--- src/rtl/vga_pkg.sv ---
// Shared screen geometry, pixel record and output FSM state encoding for pixel_writer.
package vga_pkg;
  localparam int SCREEN_W = 160;
  localparam int SCREEN_H = 120;
  localparam int ADDR_W   = 15;

  typedef struct packed {
    logic [7:0] x;
    logic [6:0] y;
    logic [2:0] colour;
  } pixel_t;

  typedef enum logic {
    IDLE  = 1'b0,
    WRITE = 1'b1
  } wr_state_e;
endpackage

--- src/rtl/pixel_fifo.sv ---
// Circular pixel FIFO of DEPTH entries (power of two); a push while full is ignored,
// even when a pop happens in the same cycle.
module pixel_fifo
  import vga_pkg::*;
#(
  parameter int DEPTH = 4
) (
  input  logic   clk,
  input  logic   rst,
  input  logic   push_i,
  input  pixel_t pix_i,
  input  logic   pop_i,
  output pixel_t pix_o,
  output logic   empty_o,
  output logic   full_o
);
  localparam int PTR_W = $clog2(DEPTH);
  localparam int CNT_W = PTR_W + 1;

  pixel_t             mem_q [DEPTH];
  logic [PTR_W-1:0]   wr_ptr_q, rd_ptr_q;
  logic [CNT_W-1:0]   count_q, count_d;
  logic               do_push, do_pop;

  assign empty_o = (count_q == '0);
  assign full_o  = (count_q == CNT_W'(DEPTH));
  assign do_push = push_i && !full_o;
  assign do_pop  = pop_i && !empty_o;
  assign count_d = count_q + CNT_W'(do_push) - CNT_W'(do_pop);
  assign pix_o   = mem_q[rd_ptr_q];

  always_ff @(posedge clk or posedge rst) begin
    if (rst) begin
      wr_ptr_q <= '0;
      rd_ptr_q <= '0;
      count_q  <= '0;
    end else begin
      // Pointers wrap naturally because DEPTH is a power of two.
      if (do_push) wr_ptr_q <= wr_ptr_q + 1'b1;
      if (do_pop)  rd_ptr_q <= rd_ptr_q + 1'b1;
      count_q <= count_d;
    end
  end

  always_ff @(posedge clk) begin
    if (do_push) mem_q[wr_ptr_q] <= pix_i;
  end
endmodule

--- src/rtl/pixel_writer.sv ---
// Buffers plotted pixels and writes them to a 160x120 framebuffer over a valid/ready port.
// Optional macro CLIP_STATS_EN adds a saturating clip_count output.
module pixel_writer
  import vga_pkg::*;
#(
  parameter int DEPTH = 4
) (
  input  logic        clk,
  input  logic        rst,
  input  logic [7:0]  vga_x,
  input  logic [6:0]  vga_y,
  input  logic [2:0]  vga_colour,
  input  logic        vga_plot,
  output logic        in_ready,
  output logic [14:0] mem_addr,
  output logic [2:0]  mem_data,
  output logic        mem_we,
  input  logic        mem_ready,
  output logic        busy,
  output logic        overflow,
  output wr_state_e   dbg_state
`ifdef CLIP_STATS_EN
  ,
  output logic [15:0] clip_count
`endif
);
  // Handshake: a write transfers at a rising edge where mem_we=1 and mem_ready=1;
  // mem_we, mem_addr and mem_data stay stable until that edge.

  function automatic logic [ADDR_W-1:0] pix_addr(input pixel_t p);
    return ADDR_W'(p.y) * ADDR_W'(SCREEN_W) + ADDR_W'(p.x);
  endfunction

  pixel_t              pix_in, head;
  logic                in_range, fifo_pop, fifo_empty, fifo_full;
  wr_state_e           state_q, state_d;
  logic [ADDR_W-1:0]   addr_q, addr_d;
  logic [2:0]          data_q, data_d;
  logic                overflow_q;

  assign in_range = (vga_x < 8'(SCREEN_W)) && (vga_y < 7'(SCREEN_H));
  assign pix_in   = '{x: vga_x, y: vga_y, colour: vga_colour};

  pixel_fifo #(.DEPTH(DEPTH)) u_fifo (
    .clk     (clk),
    .rst     (rst),
    .push_i  (vga_plot && in_range),
    .pix_i   (pix_in),
    .pop_i   (fifo_pop),
    .pix_o   (head),
    .empty_o (fifo_empty),
    .full_o  (fifo_full)
  );

  always_comb begin
    state_d  = state_q;
    addr_d   = addr_q;
    data_d   = data_q;
    fifo_pop = 1'b0;
    unique case (state_q)
      IDLE: begin
        if (!fifo_empty) begin
          fifo_pop = 1'b1;
          addr_d   = pix_addr(head);
          data_d   = head.colour;
          state_d  = WRITE;
        end
      end
      WRITE: begin
        if (mem_ready) begin
          if (!fifo_empty) begin
            fifo_pop = 1'b1;
            addr_d   = pix_addr(head);
            data_d   = head.colour;
          end else begin
            state_d = IDLE;
          end
        end
      end
      default: state_d = IDLE;
    endcase
  end

  always_ff @(posedge clk or posedge rst) begin
    if (rst) begin
      state_q    <= IDLE;
      addr_q     <= '0;
      data_q     <= '0;
      overflow_q <= 1'b0;
    end else begin
      state_q    <= state_d;
      addr_q     <= addr_d;
      data_q     <= data_d;
      overflow_q <= overflow_q | (vga_plot && in_range && fifo_full);
    end
  end

`ifdef CLIP_STATS_EN
  logic [15:0] clip_cnt_q;

  always_ff @(posedge clk or posedge rst) begin
    if (rst) begin
      clip_cnt_q <= '0;
    end else if (vga_plot && !in_range && (clip_cnt_q != 16'hFFFF)) begin
      clip_cnt_q <= clip_cnt_q + 16'd1;
    end
  end

  assign clip_count = clip_cnt_q;
`endif

  assign in_ready  = !fifo_full;
  assign mem_we    = (state_q == WRITE);
  assign mem_addr  = addr_q;
  assign mem_data  = data_q;
  assign busy      = !fifo_empty || mem_we;
  assign overflow  = overflow_q;
  assign dbg_state = state_q;
endmodule
--- config.mk ---
export PLATFORM = sky130hd
export DESIGN_NAME = pixel_writer
export DESIGN_NICKNAME = d
export VERILOG_FILES = /design/src/rtl/vga_pkg.sv /design/src/rtl/pixel_fifo.sv /design/src/rtl/pixel_writer.sv
export SDC_FILE = /design/constraint.sdc
export NUM_CORES = 1
export LEC_CHECK = 0
export CAP_MARGIN = 10
export CORE_AREA = 2 2 133 135
export CTS_BUF_LIST = sky130_fd_sc_hd__clkbuf_4 sky130_fd_sc_hd__clkbuf_8 sky130_fd_sc_hd__clkbuf_16
export DETAILED_ROUTE_END_ITERATION = 8
export DIE_AREA = 0 0 135 137
export PLACE_DENSITY = 0.51
export SLEW_MARGIN = 20
export SYNTH_ARGS = -nofsm -noshare
export SYNTH_HDL_FRONTEND = slang
export SYNTH_SLANG_ARGS = --single-unit
export TNS_END_PERCENT = 5
--- constraint.sdc ---
create_clock -name clk -period 3.43 [get_ports clk]
set_input_delay 0.686 -clock clk [delete_from_list [all_inputs] [get_ports clk]]
set_output_delay 0.686 -clock clk [all_outputs]
set_load 0.1 [all_outputs]
# Word level (Yosys, flattened, before mapping)
# Memory sizes are Yosys's and may differ from the RTL's.
# Cells that the tools add are included.
[totals]
reg_bits = 27
mem_count = 1
input_bits = 22
word_cells = 42
ramBits = 72
[op_classes]
add_sub_neg = 5
n_eq_ne = 2
n_lt_le_gt_ge = 2
bitwise_logic = 2
n_reduce_logical = 9
muxes = 13
mul = 1
[memory_table]
columns = ["name", "depth", "word_bits", "read_ports", "rd_clocked_by_memory_dff", "write_ports", "line", "source"]
rows = [
  ["u_fifo.mem_q", 4, 18, 1, 0, 1, "pixel_fifo.sv:20", "pixel_t mem_q [DEPTH];"],
]
[op_table]
columns = ["operator", "count"]
rows = [
  ["15-bit 2-to-1 mux", 2],
  ["15-bit case mux with 2 select lines", 1],
  ["15-bit by 8-bit adder with 15-bit output", 1],
  ["7-bit by 3-bit multiplier with 10-bit output, second input constant", 1],
  ["8-bit less-than comparator, second input constant", 1],
  ["7-bit less-than comparator, second input constant", 1],
  ["3-bit 2-to-1 mux", 2],
  ["3-bit case mux with 2 select lines", 1],
  ["1-bit logical AND", 5],
  ["1-bit 2-to-1 mux", 5],
  ["2-bit by 1-bit adder with 2-bit output, second input constant", 2],
  ["1-bit case mux with 2 select lines", 2],
  ["3-bit by 1-bit adder with 3-bit output", 1],
  ["3-bit equality test, second input constant", 1],
  ["3-bit logical NOT", 1],
  ["3-bit by 1-bit subtractor with 3-bit output", 1],
  ["1-bit logical NOT", 2],
  ["2-bit != test, second input constant", 1],
  ["1-bit logical OR", 1],
  ["1-bit inverter", 1],
  ["1-bit bitwise OR", 1],
]

# Depth between registers and ports, before layout
# Gate-level depths: netlist of the first run.
[depth]
ltp_word = 6
ltp_mapped = 11
ltp_nobuf = 10

# Modules after synthesis
# Synthesis of the first run repeated with hierarchy kept, for this count alone.
[hier_totals]
cells_unflattened = 254
area_unflattened_um2 = 4340.4
[by_module_without_submodules]
columns = ["mod", "cells_each", "n_inst", "area_each_um2"]
rows = [
  ["pixel_fifo", 137, 1, 3072.9],
  ["pixel_writer", 117, 1, 1267.5],
]

# Worst setup path after synthesis of the first run
# No wires, ideal clock.
[synth_timing]
kind = "register to register"
start = "reg u_fifo.rd_ptr_q[0]"
end = "reg addr_q[13], in the netlist mem_addr[13]"
setup_time_ns = 0.082
t_arrival_ns = 3.408
n_path_buf = 2
path_stages_with_launch = 12
setup_slack_ns = -0.060
cell_sequence = "dfrtp_1 buf_2 buf_2 mux4_2 ha_1 ha_1 fa_1 xor2_1 nand3_1 o21bai_1 a2111o_1 a31oi_1"
[synth_between]
elab_chain_len = 6
[synth_rtl]
columns = ["item", "line", "source"]
rows = [
  ["start: declaration", "pixel_fifo.sv:21", "logic [PTR_W-1:0] wr_ptr_q, rd_ptr_q;"],
  ["start signal: assignment", "pixel_fifo.sv:40", "if (do_pop) rd_ptr_q <= rd_ptr_q + 1'b1;"],
  ["memory read 4 x 18 bit (*)", "n/a", ""],
  ["7-bit by 3-bit multiplier with 10-bit output", "pixel_writer.sv:31", "return ADDR_W'(p.y) * ADDR_W'(SCREEN_W) + ADDR_W'(p.x);"],
  ["15-bit by 8-bit adder with 15-bit output (*)", "pixel_writer.sv:31", ""],
  ["15-bit 2-to-1 mux (*)", "pixel_writer.sv:62, pixel_writer.sv:71", ""],
  ["15-bit 2-to-1 mux", "pixel_writer.sv:70", "if (mem_ready) begin"],
  ["15-bit case mux with 2 select lines (*)", "pixel_writer.sv:60", "unique case (state_q)"],
  ["end signal: assignment", "pixel_writer.sv:92", "addr_q <= addr_d;"],
  ["end: declaration", "pixel_writer.sv:37", "logic [ADDR_W-1:0] addr_q, addr_d;"],
]
# Every way passes the cells marked *; elsewhere a longest branch is shown, timed or not. The select of a mux whose other input is x is not followed.
# A chain may end at the register's enable or synchronous reset.

# Final worst setup path of the first run
# Same ends and word-level chain as after synthesis.

==> results of run 1 <==
-- through the flow --
step                      hold slack (ns)  worst slack [ns]
after floorplan                    0.5014           0.02855
after global placement             0.4654            0.2773
after detailed placement           0.4658            0.2291
after CTS                          0.4835            0.2351
after global routing               0.5082           0.03617
final                              0.4782            0.2501
-- flip-flops by register name (all words and copies together) (netlist names) --
signal / flops
dbg_state: 1
mem_addr: 15
overflow: 1
mem_data: 3
u_fifo.wr_ptr_q: 2
u_fifo.rd_ptr_q: 2
u_fifo.mem_q: 72
u_fifo.count_q: 3
-- cell usage in the layout (no fill, tap or decap), types with 5 or more instances in the layout --
cell | Yosys | final
buf_4 | 1 | 33
clkbuf_16 | 0 | 9
clkdlybuf4s50_1 | 0 | 25
dfrtp_1 | 27 | 27
edfxtp_1 | 72 | 72
ha_1 | 19 | 19
inv_1 | 11 | 11
mux4_2 | 18 | 18
nand2_1 | 39 | 39
nor2_1 | 7 | 7
o21ai_0 | 5 | 5
o21ai_1 | 8 | 8
xnor2_1 | 8 | 8
xor2_1 | 6 | 6
-- cell type report --
cell class                 instances  area [um2]
timing repair buffer              58       498.0
fill                            1710       11820
tap                              225       281.5
clock inverter                     6       62.56
multi-input combinational        144        1280
clock buffer                      10       232.7
inverter                          12       45.04
sequential                        99        2838
-- worst max-delay path, cell delays in order, from the launching register on --
cell	delay [ns]
dfrtp_1	0.45
buf_4	0.19
mux4_2	0.52
ha_1	0.36
fa_1	0.47
xor2_1	0.23
nand3_1	0.14
o21bai_1	0.22
a2111o_1	0.37
a31oi_1	0.16
-- synth_stat cells --
master / instances
edfxtp_1: 72
nand2_1: 39
dfrtp_1: 27
ha_1: 19
mux4_2: 18
inv_1: 11
o21ai_1: 8
xnor2_1: 8
nor2_1: 7
xor2_1: 6
o21ai_0: 5
a21o_1: 4
and2_1: 4
a21oi_1: 3
buf_2: 3
fa_1: 3
nand3_1: 3
o21bai_1: 3
a31oi_1: 2
buf_1: 2
clkbuf_1: 2
nand4_1: 2
nor2b_1: 2
a2111o_1: 1
a211oi_1: 1
buf_4: 1
inv_2: 1
mux2_2: 1
nand2b_1: 1
nor3_1: 1
nor4b_2: 1
o311ai_0: 1
or2_2: 1
-- kinds of logic (layout without fill, tap and decap cells) --
| logic type | after synthesis | in the layout |
|---|---|---|
| muxes | 19 | 19 |
| DFF | 99 | 99 |
| xor gates and xnor gates | 14 | 14 |
| adders and majority gates | 22 | 22 |
| and+or+nand+nor | 61 | 61 |
| AOI/OAI and AO/OA | 28 | 28 |
| buffers and inverters | 20 | 86 |
-- worst paths after layout --
check                                                     from                             end  slack, ns
min in group asynchronous                                  rst             dbg_state$_DFF_PP0_       0.72
worst max-delay path            u_fifo.rd_ptr_q[0]$_DFFE_PP0P_        mem_addr[13]$_DFFE_PP0P_       0.25
worst min-delay path                   mem_addr[1]$_DFFE_PP0P_         mem_addr[1]$_DFFE_PP0P_       0.48
worst min register to register         mem_addr[1]$_DFFE_PP0P_         mem_addr[1]$_DFFE_PP0P_       0.48
worst max register to register  u_fifo.rd_ptr_q[0]$_DFFE_PP0P_        mem_addr[13]$_DFFE_PP0P_       0.25
max in group asynchronous                                  rst  u_fifo.rd_ptr_q[0]$_DFFE_PP0P_       2.43
-- per-layer routing --
metal,share of wire,track usage,vias up
met5,0,0,-
met4,0.0095,0.02604,0
met3,0.042,0.02704,8
met2,0.47,0.1526,46
met1,0.48,0.1280,1141
li1,-,-,1093
-- what timing repair did --
action	CTS	global route
endpoints found under the setup margin	0	1
setup buffers	0	0
resized for setup	0	1
==> results_dict.tcl, run 1 <==
set metrics [dict create \
    hold_viol 0 \
    synthTopCellsByArea "edfxtp_1 (51%), dfrtp_1 (16%), mux4_2 (9.7%), ha_1 (5.7%), nand2_1 (3.5%)" \
    core_region_area_um2 17060 \
    yosys.area_share.simple 0.06434 \
    clockBufferDepth 2 \
    critPathRequiredTime_ns 3.70 \
    drive_gt1_frac 0.2158 \
    synth_compound_area_frac 0.04111 \
    grt_pass1_vias 2404 \
    synth_nets 307 \
    clk_latency_ns 0.35 \
    placed_cell_area_um2 4942 \
    hold_class "flop to flop" \
    synth_mux_area_frac 0.09920 \
    cap_violations 0 \
    grt_pass1_wl_um 13180 \
    max_freq_ghz 0.3145 \
    antenna_found_initial 0 \
    clockRootBuffer "clkbuf_16" \
    reg2regPathDepth 9 \
    finalWirelength_um 8220 \
    cts_tree "yes" \
    fin_skew_ns 0.01125 \
    synth_adder_area_share 0.07090 \
    wl_per_cell_um 14.84 \
    period_minus_slack_ns 3.180 \
    maxSlewViolCount 0 \
    worstSetupEndpointType "flop" \
    cp_data_arrival_time_ns 3.45 \
    critPathMaxFanout 5 \
    drcViolationCount 0 \
    setup-tns-final_ns 0 \
    port-buffer-count 44 \
    postSynthCellCount 263 \
    final-setup-viol-count 0 \
    holdBufCountCts 0 \
    critPathKind "flop to flop" \
    grt_max_degree 28 \
    hpwl_um 5688 \
    die_x_um 135 \
    synth_top_family_by_area "multiplexers" \
    num_io_pins 45 \
    rows 48 \
    rsz0062_at_grt "no" \
    fin_cells 554 \
    cts_buffers 9 \
    outcome "finished clean" \
    hold_depth 2 \
    place_congestion 0.6907 \
    die_area_um2 18500 \
    yosys.area_share.xor_xnor 0.02919 \
    h-tree-depth 3 \
    cts_sinks 99 \
    ys_seq_area_frac 0.6756 \
    slew_headroom 0.3557 \
    insertedDiodeCount 0 \
    dr_total_vias 2288 \
    fin_nets 368 \
    max_slew.worst_pin.slew_ns 0.9634 \
    clkTransAtPathRegs_ns 0.07 \
    grt.total_usage 0.09555 \
    ant_nets 0 \
    start_util 0.2463 \
    ys.warnings.count 0 \
    synth_top_area_share 0.5147 \
    overflow 0 \
    drtIter0Drc 183 \
    die_h_um 137 \
    syn_to_final_growth_pct 24.69 \
    final_util 0.3071 \
    synth.largest_area_cell "edfxtp_1" \
    ys_types 33 \
    ys_ff_latch 99 \
    netlist_area_um2 4200 \
    vias_per_cell 4.130 \
    dr.pass1.iters 4 \
    final_area_um2 5238 \
    avgSynthCellArea_um2 15.97 \
    fin_crit_sh 0.9271 \
    placed_cells 538 \
    cp-start-kind "flop" \
]
Power of run 1 is left out: the tool's default activity adds up to more than one toggle a clock period on the data nets, which glitch-free logic cannot reach.
==> run 2, diff against run 1 <==
--- a/config.mk
+++ b/config.mk
@@ -6,11 +6,11 @@
 export NUM_CORES = 1
 export LEC_CHECK = 0
 export CAP_MARGIN = 10
-export CORE_AREA = 2 2 133 135
+export CORE_AREA = 2 2 98 100
 export CTS_BUF_LIST = sky130_fd_sc_hd__clkbuf_4 sky130_fd_sc_hd__clkbuf_8 sky130_fd_sc_hd__clkbuf_16
 export DETAILED_ROUTE_END_ITERATION = 8
-export DIE_AREA = 0 0 135 137
-export PLACE_DENSITY = 0.51
+export DIE_AREA = 0 0 100 102
+export PLACE_DENSITY = 0.75
 export SLEW_MARGIN = 20
 export SYNTH_ARGS = -nofsm -noshare
 export SYNTH_HDL_FRONTEND = slang
==> constraint.sdc (replaced) <==
create_clock -name clk -period 3.75 [get_ports clk]
set_input_delay 0.75 -clock clk [delete_from_list [all_inputs] [get_ports clk]]
set_output_delay 0.75 -clock clk [all_outputs]
set_load 0.1 [all_outputs]
==> run 2 against run 1 <==
Critical path depth is the same. Setup slack improved by 0.11 ns. Clock-buffer cell count fell by 1. Clock skew shrank 0.0050 ns. Cell area is 3.7% lower. First-iteration DRC count down 37%.
==> results_dict.tcl, run 2 (synthesis gave the netlist of run 1 again) <==
set metrics [dict create \
    outcome "finished clean" \
    cp_data_arrival_time_ns 3.62 \
    final-setup-viol-count 0 \
    grt.total_usage 0.1573 \
    register_area_um2 2838 \
    clk_latency_ns 0.36 \
    largest_reg_flops 72 \
    slew_headroom 0.3473 \
    critPathRequiredTime_ns 3.98 \
    cts_buffers 9 \
    drtIter0Drc 115 \
    clockBufferDepth 2 \
    crit_chain "mux4_2, ha_1, ha_1, fa_1, a21o_1, a21oi_1, xor2_1, o311ai_0, a31oi_1" \
    crit_top_cell "ha_1" \
    start_util 0.4611 \
    post_cts_buffers 0 \
    ant_nets 0 \
    holdBufCountCts 0 \
    multi_input_area_um2 1280 \
    wl_per_cell_um 16.87 \
    grt_pass1_vias 2395 \
    critPathKind "flop to flop" \
    place_congestion 0.7760 \
    critPathMaxFanout 8 \
    fin_nets 363 \
    antenna_found_initial 0 \
    period_minus_slack_ns 3.390 \
    top_register "u_fifo.mem_q" \
    layout_commonest_cell "edfxtp_1" \
    dr.pass1.iters 4 \
    setup-tns-final_ns 0 \
    cap_violations 0 \
    dr_total_vias 2300 \
    overflow 0 \
    grt_pass1_wl_um 11960 \
    max_freq_ghz 0.2950 \
    vias_per_cell 5.287 \
    hpwl_um 5146 \
    fin_crit_sh 0.9041 \
    hold_viol 0 \
    worstSetupEndpointType "flop" \
    max_stage_delay_ns 0.62 \
    die_x_um 100 \
    clockRootBuffer "clkbuf_8" \
    num_io_pins 45 \
    drcViolationCount 0 \
    syn_to_final_growth_pct 20.08 \
    fillCellCount 747 \
    die_area_um2 10200 \
    h-tree-depth 3 \
    cp-start-kind "flop" \
    cts_sinks 99 \
    finalWirelength_um 7338 \
    max_slew.worst_pin.slew_ns 0.9760 \
    port-buffer-count 44 \
    clkTransAtPathRegs_ns 0.10 \
    fin_skew_ns 0.006278 \
    drive_gt1_frac 0.1481 \
    rows 35 \
    core_region_area_um2 9109 \
    maxSlewViolCount 0 \
    grt_max_degree 28 \
    cp_slowest_cell "dfrtp_1" \
    die_h_um 102 \
    postCtsResizedCells 0 \
    cts_tree "yes" \
    insertedDiodeCount 0 \
    rsz0062_at_grt "no" \
    mostFrequentLayoutCells "edfxtp_1 (72), clkdlybuf4s50_1 (44), nand2_1 (39)" \
    hold_class "flop to flop" \
]
## run 2: final cells by class
class                      instances  share of cell area
multi-input combinational        144              0.2538
clock inverter                     7             0.02183
inverter                          12            0.008931
tap                              111             0.02754
clock buffer                       9             0.02456
sequential                        99              0.5626
timing repair buffer              53              0.1007
## run 2: metrics by stage
step                hold slack [ns]  setup WS (ns)  instance area, um2  std cells  utilization
CTS                          0.4999         0.3086                5044        435       0.5537
global placement             0.4600         0.4742                4810        419       0.5280
finish                       0.4947         0.3598                5044        435       0.5537
floorplan                    0.5014         0.2605                4200        263            -
global route                 0.5264        0.06769                5044        435       0.5537
detailed placement           0.4751         0.3333                4810        419       0.5280
## run 2: per-layer routing
| metal | GRT usage | routed length (um) | vias to the layer above |
|---|---|---|---|
| met1 | 0.1998 | 3216 | 1156 |
| met2 | 0.2656 | 3680 | 57 |
| li1 | - | - | 1079 |
| met5 | 0 | 0 | - |
| met3 | 0.02873 | 320 | 8 |
| met4 | 0.07376 | 120 | 0 |
## run 2: critical path: cells and delay by family, from the launching register on
kind | cells | cell delay, ns
muxes | 1 | 0.60
DFF | 1 | 0.62
AOI/OAI and AO/OA | 4 | 0.98
xor gates and xnor gates | 1 | 0.13
adders and majority gates | 3 | 0.92
## run 2: worst paths after layout
| kind | from | slack, ns | depth (start not counted) | end |
|---|---|---|---|---|
| setup reg to reg | u_fifo.rd_ptr_q[0]$_DFFE_PP0P_ | 0.36 | 9 | mem_addr[13]$_DFFE_PP0P_ |
| hold reg to reg | mem_data[1]$_DFFE_PP0P_ | 0.49 | 2 | mem_data[1]$_DFFE_PP0P_ |
| max in group asynchronous | rst | 2.60 | 2 | mem_addr[9]$_DFFE_PP0P_ |
| min in group asynchronous | rst | 0.76 | 2 | u_fifo.count_q[1]$_DFF_PP0_ |
| hold / removal | mem_data[1]$_DFFE_PP0P_ | 0.49 | 2 | mem_data[1]$_DFFE_PP0P_ |
| setup / recovery | u_fifo.rd_ptr_q[0]$_DFFE_PP0P_ | 0.36 | 9 | mem_addr[13]$_DFFE_PP0P_ |
Power of run 2 is left out for the same reason.
==> run 3, diff against run 2 <==
--- a/config.mk
+++ b/config.mk
@@ -6,11 +6,12 @@
 export NUM_CORES = 1
 export LEC_CHECK = 0
 export CAP_MARGIN = 10
-export CORE_AREA = 2 2 98 100
+export CORE_AREA = 4 4 100 102
 export CTS_BUF_LIST = sky130_fd_sc_hd__clkbuf_4 sky130_fd_sc_hd__clkbuf_8 sky130_fd_sc_hd__clkbuf_16
 export DETAILED_ROUTE_END_ITERATION = 8
-export DIE_AREA = 0 0 100 102
+export DIE_AREA = 0 0 104 106
 export PLACE_DENSITY = 0.75
+export SKIP_LAST_GASP = 1
 export SLEW_MARGIN = 20
 export SYNTH_ARGS = -nofsm -noshare
 export SYNTH_HDL_FRONTEND = slang
==> run 3 against run 2 <==
Core utilization is 0.49 points lower. Wire length is 2.0% lower. Clock skew is 0.0039 ns higher. Sequential share of layout area is 0.53 points higher. Cell area is 0.89% lower. Maximum frequency is 1.4% higher. Worst hold slack worse by 0.0097 ns. First-iteration DRC count is 7.8% lower.
==> results_dict.tcl, run 3 (synthesis gave the netlist of run 1 again) <==
set metrics [dict create \
    ant_nets 0 \
    maxSlewViolCount 0 \
    hpwl_um 5121 \
    port-buffer-count 44 \
    cts_tree "yes" \
    clkTransAtPathRegs_ns 0.10 \
    critPathRequiredTime_ns 4.02 \
    hold_viol 0 \
    cp_slowest_cell "mux4_2" \
    rows 35 \
    num_io_pins 45 \
    overflow 0 \
    finalWirelength_um 7194 \
    grt.total_usage 0.1408 \
    vias_per_cell 5.161 \
    antenna_found_initial 0 \
    die_area_um2 11020 \
    grt_pass1_vias 2349 \
    mostFrequentLayoutCells "edfxtp_1 (72), clkdlybuf4s50_1 (44), nand2_1 (39)" \
    placed_cell_area_um2 4817 \
    holdBufCountCts 0 \
    critPathMaxFanout 11 \
    fin_skew_ns 0.01013 \
    drcViolationCount 0 \
    rsz0062_at_grt "no" \
    timing.rr.start "u_fifo.rd_ptr_q[0]$_DFFE_PP0P_" \
    slew_headroom 0.3421 \
    cap_violations 0 \
    core_region_area_um2 9109 \
    clockRootBuffer "clkbuf_8" \
    pre_cts_ws_ns 0.2664 \
    crit_top_cell "ha_1" \
    setup-tns-final_ns 0 \
    worstSetupEndpointType "flop" \
    clockBufferDepth 2 \
    dr_total_vias 2250 \
    final-setup-viol-count 0 \
    cts_buffers 9 \
    drive_gt1_frac 0.1538 \
    grt_pass1_wl_um 11930 \
    crit_chain "buf_4, mux4_2, ha_1, ha_1, fa_1, xor2_1, nand3_1, o21bai_1, a2111o_1, a31oi_1" \
    grt_max_degree 28 \
    cp-start-kind "flop" \
    place_congestion 0.7695 \
    reg2reg_slack_ns 0.41 \
    die_x_um 104 \
    max_stage_delay_ns 0.55 \
    final_area_um2 4999 \
    fin_crit_sh 0.8912 \
    syn_to_final_growth_pct 19.00 \
    start_util 0.4611 \
    reg2reg_to "mem_addr[13]$_DFFE_PP0P_" \
    drtIter0Drc 106 \
    min_from "mem_addr[1]$_DFFE_PP0P_" \
    clk_latency_ns 0.36 \
    hold_depth 2 \
    whs_ns 0.4850 \
    top_register "u_fifo.mem_q" \
    layout_commonest_cell "edfxtp_1" \
    h-tree-depth 3 \
    critPathKind "flop to flop" \
    cp_data_arrival_time_ns 3.62 \
    hold_class "flop to flop" \
    cts_sinks 99 \
    whs_endpoint "mem_addr[1]$_DFFE_PP0P_" \
    outcome "finished clean" \
    layout_setup_ws_ns 0.4079 \
    dr.pass1.iters 4 \
    wl_per_cell_um 16.50 \
    post_cts_buffers 0 \
    die_h_um 106 \
    fin_nets 364 \
    reg2regPathDepth 10 \
    max_freq_ghz 0.2992 \
    largest_reg_flops 72 \
    max_slew.worst_pin.slew_ns 0.9838 \
    insertedDiodeCount 0 \
    period_minus_slack_ns 3.342 \
]
[run 3: area by class of cell]
| cell class | count | area (um2) |
|---|---|---|
| fillers | 741 | 4110 |
| repair buffers | 54 | 515.5 |
| well taps | 111 | 138.9 |
| clock inverters | 7 | 56.30 |
| multi-input cells | 144 | 1280 |
| inverters | 12 | 45.04 |
| clock buffers | 9 | 123.9 |
| flip-flops and latches | 99 | 2839 |
[run 3: metal layers]
| layer | up-vias | share of wire | global-route usage |
|---|---|---|---|
| li1 | 1083 | - | - |
| met2 | 48 | 0.50 | 0.2363 |
| met1 | 1111 | 0.44 | 0.1794 |
| met4 | 0 | 0.016 | 0.05698 |
| met3 | 8 | 0.040 | 0.03036 |
| met5 | - | 0 | 0 |
[run 3: how the worst max path moves through the flow]
stage	startpoint	to	slack [ns]
2_1_floorplan	u_fifo.rd_ptr_q[0]$_DFFE_PP0P_	mem_addr[13]$_DFFE_PP0P_	0.26
3_3_place_gp	u_fifo.rd_ptr_q[0]$_DFFE_PP0P_	mem_addr[13]$_DFFE_PP0P_	0.35
3_5_place_dp	u_fifo.rd_ptr_q[0]$_DFFE_PP0P_	mem_addr[13]$_DFFE_PP0P_	0.27
4_1_cts	u_fifo.rd_ptr_q[0]$_DFFE_PP0P_	mem_addr[13]$_DFFE_PP0P_	0.24
5_1_grt	u_fifo.rd_ptr_q[0]$_DFFE_PP0P_	mem_addr[13]$_DFFE_PP0P_	0.12
6_report	u_fifo.rd_ptr_q[0]$_DFFE_PP0P_	mem_addr[13]$_DFFE_PP0P_	0.41
[run 3: through the flow]
step	cells	util
2_1_floorplan	263	-
5_1_grt	436	0.5488
6_report	436	0.5488
3_5_place_dp	420	0.5288
3_3_place_gp	420	0.5288
4_1_cts	436	0.5486
[run 3: repair_timing]
| item | 4_1_cts | 5_1_grt |
|---|---|---|
| hold endpoints to repair | 0 | 0 |
| resized for setup | 0 | 1 |
| endpoints found under the setup margin | 0 | 1 |
[run 3: worst max-delay path: cells and delay by family (launching register included)]
kind	cells	cell delay, ns
AO/OA/AOI/OAI	3	0.77
XOR/XNOR	1	0.21
adder cells (fa/ha/maj)	3	0.82
buffers and inverters	1	0.28
flip-flops	1	0.49
multiplexers	1	0.55
AND/OR/NAND/NOR	1	0.14
Power of run 3 is left out for the same reason.
